[config.mk]
export PLATFORM = sky130hd
export DESIGN_NAME = nios_fetch_queue_flat
export DESIGN_NICKNAME = d
export VERILOG_FILES = /design/src/rtl/nios_fetch_queue_if.sv /design/src/rtl/nios_fetch_queue.sv /design/src/flat_wrapper.sv
export SDC_FILE = /design/constraint.sdc
export NUM_CORES = 1
export LEC_CHECK = 0
export CELL_PAD_IN_SITES_DETAIL_PLACEMENT = 0
export CELL_PAD_IN_SITES_GLOBAL_PLACEMENT = 1
export CORE_MARGIN = 2
export CORE_UTILIZATION = 30
export CTS_CLUSTER_DIAMETER = 40
export DETAILED_ROUTE_END_ITERATION = 6
export PLACE_DENSITY_LB_ADDON = 0.1
export SYNTH_ARGS = -nofsm -noshare
export SYNTH_HDL_FRONTEND = slang
export SYNTH_SLANG_ARGS = --single-unit
[constraint.sdc]
create_clock -name clk -period 2 [get_ports clk]
set_input_delay 0.5 -clock clk [delete_from_list [all_inputs] [get_ports clk]]
set_output_delay 0.5 -clock clk [all_outputs]
set_load 0.02 [all_outputs]
[src/rtl/nios_fetch_queue_if.sv]
// Fetch-queue bus bundle: instruction-memory port, redirect input and decode handshake.
// The master side is the fetch queue; the slave side is the surrounding pipeline/memory.
interface nios_fetch_queue_if #(
    parameter int unsigned ADDR_W = 5,
    parameter int unsigned DEPTH  = 4
);
    localparam int unsigned CNT_W = $clog2(DEPTH) + 1;

    logic              imem_req;
    logic [ADDR_W-1:0] imem_addr;
    logic [31:0]       imem_rdata;
    logic              redirect_valid;
    logic [ADDR_W-1:0] redirect_pc;
    logic              dec_valid;
    logic [31:0]       dec_inst;
    logic [ADDR_W-1:0] dec_pc;
    logic              dec_ready;
    logic [CNT_W-1:0]  occupancy;

    modport master (
        output imem_req, imem_addr, dec_valid, dec_inst, dec_pc, occupancy,
        input  imem_rdata, redirect_valid, redirect_pc, dec_ready
    );

    modport slave (
        input  imem_req, imem_addr, dec_valid, dec_inst, dec_pc, occupancy,
        output imem_rdata, redirect_valid, redirect_pc, dec_ready
    );
endinterface

[src/rtl/nios_fetch_queue.sv]
// Instruction-fetch front end: sequential prefetch from a 1-cycle imem into a small FIFO,
// presented to decode over valid/ready; a redirect flushes everything and restarts fetch.
module nios_fetch_queue #(
    parameter int unsigned ADDR_W   = 5,
    parameter int unsigned DEPTH    = 4,
    parameter int unsigned RESET_PC = 0
) (
    input  logic                  clk,
    input  logic                  rst_n,
    nios_fetch_queue_if.master    bus
);
    localparam int unsigned PTR_W = $clog2(DEPTH);
    localparam int unsigned CNT_W = PTR_W + 1;

    logic [ADDR_W-1:0] fetch_pc_q, fetch_pc_d;
    logic              inflight_q, inflight_d;
    logic [ADDR_W-1:0] tag_q,      tag_d;
    logic [PTR_W-1:0]  wr_ptr_q,   wr_ptr_d;
    logic [PTR_W-1:0]  rd_ptr_q,   rd_ptr_d;
    logic [CNT_W-1:0]  count_q,    count_d;
    logic [31:0]       inst_mem_q [DEPTH];
    logic [31:0]       inst_mem_d [DEPTH];
    logic [ADDR_W-1:0] pc_mem_q   [DEPTH];
    logic [ADDR_W-1:0] pc_mem_d   [DEPTH];

    logic imem_req_c;
    logic push_c;
    logic pop_c;

    // Credit check counts the outstanding read so the FIFO can never overflow.
    assign imem_req_c = rst_n & ~bus.redirect_valid &
                        ((count_q + CNT_W'(inflight_q)) < CNT_W'(DEPTH));
    assign push_c     = inflight_q & ~bus.redirect_valid;
    assign pop_c      = (count_q != '0) & bus.dec_ready;

    always_comb begin
        fetch_pc_d = fetch_pc_q;
        inflight_d = imem_req_c;
        tag_d      = tag_q;
        wr_ptr_d   = wr_ptr_q;
        rd_ptr_d   = rd_ptr_q;
        count_d    = count_q + CNT_W'(push_c) - CNT_W'(pop_c);
        inst_mem_d = inst_mem_q;
        pc_mem_d   = pc_mem_q;

        if (imem_req_c) begin
            fetch_pc_d = fetch_pc_q + ADDR_W'(1);
            tag_d      = fetch_pc_q;
        end
        if (push_c) begin
            inst_mem_d[wr_ptr_q] = bus.imem_rdata;
            pc_mem_d[wr_ptr_q]   = tag_q;
            wr_ptr_d             = wr_ptr_q + PTR_W'(1);
        end
        if (pop_c) begin
            rd_ptr_d = rd_ptr_q + PTR_W'(1);
        end
        // Redirect overrides everything: the head handshake still counts, the rest is dropped.
        if (bus.redirect_valid) begin
            fetch_pc_d = bus.redirect_pc;
            inflight_d = 1'b0;
            wr_ptr_d   = '0;
            rd_ptr_d   = '0;
            count_d    = '0;
        end
    end

    always_ff @(posedge clk) begin
        if (!rst_n) begin
            fetch_pc_q <= ADDR_W'(RESET_PC);
            inflight_q <= 1'b0;
            tag_q      <= '0;
            wr_ptr_q   <= '0;
            rd_ptr_q   <= '0;
            count_q    <= '0;
            for (int i = 0; i < int'(DEPTH); i++) begin
                inst_mem_q[i] <= '0;
                pc_mem_q[i]   <= '0;
            end
        end else begin
            fetch_pc_q <= fetch_pc_d;
            inflight_q <= inflight_d;
            tag_q      <= tag_d;
            wr_ptr_q   <= wr_ptr_d;
            rd_ptr_q   <= rd_ptr_d;
            count_q    <= count_d;
            inst_mem_q <= inst_mem_d;
            pc_mem_q   <= pc_mem_d;
        end
    end

    assign bus.imem_req  = imem_req_c;
    assign bus.imem_addr = fetch_pc_q;
    assign bus.dec_valid = (count_q != '0);
    assign bus.dec_inst  = inst_mem_q[rd_ptr_q];
    assign bus.dec_pc    = pc_mem_q[rd_ptr_q];
    assign bus.occupancy = count_q;
endmodule
[src/flat_wrapper.sv]
// flat-port wrapper written by rule: the top's interface ports become plain ports
module nios_fetch_queue_flat 
#(
    parameter int unsigned ADDR_W   = 5,
    parameter int unsigned DEPTH    = 4,
    parameter int unsigned RESET_PC = 0
)
  (clk, rst_n, bus_imem_req, bus_imem_addr, bus_dec_valid, bus_dec_inst, bus_dec_pc, bus_occupancy, bus_imem_rdata, bus_redirect_valid, bus_redirect_pc, bus_dec_ready);
  nios_fetch_queue_if #(.ADDR_W(ADDR_W), .DEPTH(DEPTH)) bus_i ();
  input  logic clk;
  input  logic rst_n;
  output wire logic [$bits(bus_i.imem_req)-1:0] bus_imem_req;
  output wire logic [$bits(bus_i.imem_addr)-1:0] bus_imem_addr;
  output wire logic [$bits(bus_i.dec_valid)-1:0] bus_dec_valid;
  output wire logic [$bits(bus_i.dec_inst)-1:0] bus_dec_inst;
  output wire logic [$bits(bus_i.dec_pc)-1:0] bus_dec_pc;
  output wire logic [$bits(bus_i.occupancy)-1:0] bus_occupancy;
  input wire logic [$bits(bus_i.imem_rdata)-1:0] bus_imem_rdata;
  input wire logic [$bits(bus_i.redirect_valid)-1:0] bus_redirect_valid;
  input wire logic [$bits(bus_i.redirect_pc)-1:0] bus_redirect_pc;
  input wire logic [$bits(bus_i.dec_ready)-1:0] bus_dec_ready;
  assign bus_imem_req = bus_i.imem_req;
  assign bus_imem_addr = bus_i.imem_addr;
  assign bus_dec_valid = bus_i.dec_valid;
  assign bus_dec_inst = bus_i.dec_inst;
  assign bus_dec_pc = bus_i.dec_pc;
  assign bus_occupancy = bus_i.occupancy;
  assign bus_i.imem_rdata = bus_imem_rdata;
  assign bus_i.redirect_valid = bus_redirect_valid;
  assign bus_i.redirect_pc = bus_redirect_pc;
  assign bus_i.dec_ready = bus_dec_ready;
  nios_fetch_queue #(.ADDR_W(ADDR_W), .DEPTH(DEPTH), .RESET_PC(RESET_PC)) u_core (.clk(clk), .rst_n(rst_n), .bus(bus_i));
endmodule
==> impl_metrics.yaml <==
detailed_routing:
  route.antenna.remaining_nets: 0
  first_pass_iters: 4
  routed_wl_um: 21320
  first_iter_violations: 308
  via_count: 5848
  vias_per_cell: 4.743
  drc: 0
  wl_per_cell_um: 17.29
worst_setup_path:
  crit_type: "register to primary output"
  crit_path_frequent_cell: "buf_12"
  crit_path_max_incr_delay_ns: 0.54
  cp-start-kind: "register"
  reg2reg_setup_slack_ns: 0.07
  r2r_cells: 8
  path_max_fanout: 8
  crit_buf_inv: 3
  cp.arrival_ns: 1.76
  r2r-start: "u_core.bus.occupancy[1]"
  cp_slowest_cell: "mux4_2"
  critical_path.cell_chain: "buf_12 -> buf_12 -> mux4_2 -> buf_6"
  r2r-end: "u_core.bus.occupancy[2]"
  end_kind: "primary output"
  cpLargestDelayFamily: "multiplexers"
  crit_required_ns: 1.50
synth:
  synth_top_flop_cell: "dfxtp_1"
  yosys_warnings: 0
  synth_edf_count: 0
  synth_area_per_cell_sq_um: 10.00
  syn_area_sq_um: 7864
  async_reset_ff_frac: 0
  netlist_instances: 786
  syn_nets: 835
  netlist.top_cell.by_area: "dfxtp_1"
  yosysUniqueCellTypes: 37
  ys_seq_area_frac: 0.4226
  synth_area_leaders: "dfxtp_1 (42%), a21boi_2 (17%), nand2_1 (14%)"
  synth_top_area_share: 0.4226
  ys_seq_elements: 166
global_routing:
  grt_start_max_net_pins: 161
  grt_pass1_wl_um: 33870
  grtUsageTotal: 0.1575
  first_global_vias: 5995
  gr-total-overflow: 0
  antenna_found_initial: 0
flow_run:
  maxCapViolations: 0
clock_tree:
  clockBufferDepth: 2
  clkTransAtPathRegs_ns: 0.07
  htreeDepth: 4
  numCtsBuffers: 17
  tritoncts: "yes"
  clock-sinks: 166
  clkLatencyLatePin_ns: 0.43
  cts_hold_buf: 0
  cts-root-buf: "clkbuf_16"
finish:
  finalNonFillerCells: 1233
  nNetsFinal: 934
  area_delta_synth_final_pct: 26.97
  antennaDiodeCount: 0
  final_cell_mix: "nand2_1 (299), dfxtp_1 (161), a21boi_2 (120), clkdlybuf4s50_1 (40)"
  final_common_cell: "nand2_1"
  postLayoutCellArea_sq_um: 9985
  drive_above_1_share: 0.3396
hold_path:
  min_path_type: "register to register"
  whs_endpoint: "u_core.pc_mem_q[8]"
  worstHoldStart: "u_core.pc_mem_q[8]"
  whs_path_depth: 2
timing:
  hold_viol: 0
  worst_pin_slew_ns: 0.5840
  period_minus_slack_ns: 2.256
  slew_headroom: 0.6107
  report.final.slew_viol_count: 0
  max_freq_ghz: 0.4432
  fin_crit_sh: 1.128
  timing.setup.tns_ns: -8.204
  rsz0062_at_grt: "yes"
  fin_ws_ns: -0.2565
  skew_ns: 0.01020
  setup_violations: 37
pwr:
  p_leak_nw: 3.318
  finalPower_mw: 7.350
  p_per_area_nw_per_um2: 736.2
  ir_drop_mv: 0.4673
place:
  port_buffers: 87
  dp_hpwl_um: 13310
  routabilityCongestion: 0.7298
  dp.cells: 1196
  placed_cell_area_sq_um: 9279
die:
  core_sq_um: 25910
  die-area_sq_um: 27520
  fp.dieH_um: 165.9
  rows: 59
  start_util: 0.3035
  die_x_um: 165.9
  ios: 88
outcome:
  outcome: "finished with violations"
  violations: "negative setup slack"
## report_power, final
part / switching [mW] / total [mW] / internal [mW]
registers: 0.0415 / 3.39 / 3.35
logic: 0.304 / 0.640 / 0.336
clock network: 1.43 / 3.32 / 1.89
total: 1.77 / 7.35 / 5.58
## how the worst max path moves through the flow
stage                            startpoint                      end  slack (ns)  cells after the start
detailed placement            bus_dec_ready  u_core.bus.occupancy[2]       -0.39                      9
floorplan           u_core.bus.occupancy[2]  u_core.bus.occupancy[2]      0.0009                      8
global route             u_core.rd_ptr_q[0]          bus_dec_inst[8]       -0.31                      4
global placement              bus_dec_ready  u_core.bus.occupancy[2]       -0.37                      9
CTS                      u_core.rd_ptr_q[0]         bus_dec_inst[18]       -0.33                      5
finish                   u_core.rd_ptr_q[0]          bus_dec_inst[8]       -0.26                      4
## state kept, by name, summed over array words and instances, names as in the netlist
| signal | cells |
|---|---|
| u_core.pc_mem_q | 20 |
| u_core.inflight_q | 1 |
| u_core.bus.imem_addr | 5 |
| u_core.wr_ptr_q | 2 |
| u_core.rd_ptr_q | 2 |
| u_core.bus.occupancy | 3 |
| u_core.inst_mem_q | 128 |
| u_core.tag_q | 5 |
## final cells by class
| cell class | instances | area (sq um) |
|---|---|---|
| timing repair buffer | 136 | 1541 |
| fill | 2528 | 15930 |
| clock buffer | 19 | 442.9 |
| sequential | 166 | 3334 |
| inverter | 7 | 26.28 |
| multi-input combinational | 557 | 4076 |
| tap | 335 | 419.2 |
| clock inverter | 13 | 143.9 |
## tightest hold or removal path, delay by kind of cell, from the launching register on
family / cells / cell delay (ns)
AND/OR/NAND/NOR: 1 / 0.06
flip-flops: 1 / 0.31
AO/OA/AOI/OAI: 1 / 0.05
## per-stage QoR
stage	util	hold WS, ns	setup slack, ns
after CTS	0.3858	0.4647	-0.3306
after floorplan	-	0.4402	0.0008742
after global routing	0.3853	0.4787	-0.3123
after global placement	0.3581	0.4488	-0.3686
final	0.3853	0.4617	-0.2565
after detailed placement	0.3581	0.4553	-0.3908
## synthesized netlist by cell type, types with 2 or more instances
library cell,count
a21boi_0,28
a21boi_2,120
a31oi_1,3
and2_1,2
and2_4,4
buf_12,5
buf_2,18
buf_4,2
buf_8,11
clkbuf_1,19
dfxtp_1,166
ha_1,7
inv_1,7
mux4_2,37
nand2_1,299
nand2_2,10
nand3_1,6
nor2_1,7
o21ai_0,11
or3_1,3
xnor2_1,5
## per-layer routing
layer / share of wire / track usage / vias to the layer above
met5: 0 / 0 / -
met2: 0.51 / 0.2802 / 94
met1: 0.44 / 0.1951 / 2905
met3: 0.036 / 0.03432 / 13
met4: 0.0091 / 0.03516 / 0
li1: - / - / 2836
## what timing repair did
action | in CTS | in global routing
buffers inserted | 3 | 2
pin swaps | 1 | 2
gates cloned | 2 | 0
resized for setup | 242 | 9
endpoints found under the setup margin | 47 | 39
hold endpoints to repair | 0 | 0
## cell families (layout without fill, tap and decap cells)
family / after synthesis / after routing / share of synthesized area
AO/OA/AOI/OAI: 166 / 166 / 0.2113
XOR/XNOR: 8 / 8 / 0.01082
adder cells (fa/ha/maj): 8 / 8 / 0.01368
buffers and inverters: 63 / 175 / 0.06094
flip-flops: 166 / 166 / 0.4226
multiplexers: 38 / 38 / 0.1072
AND/OR/NAND/NOR: 337 / 337 / 0.1734
Power figures use the tool's default switching activity.
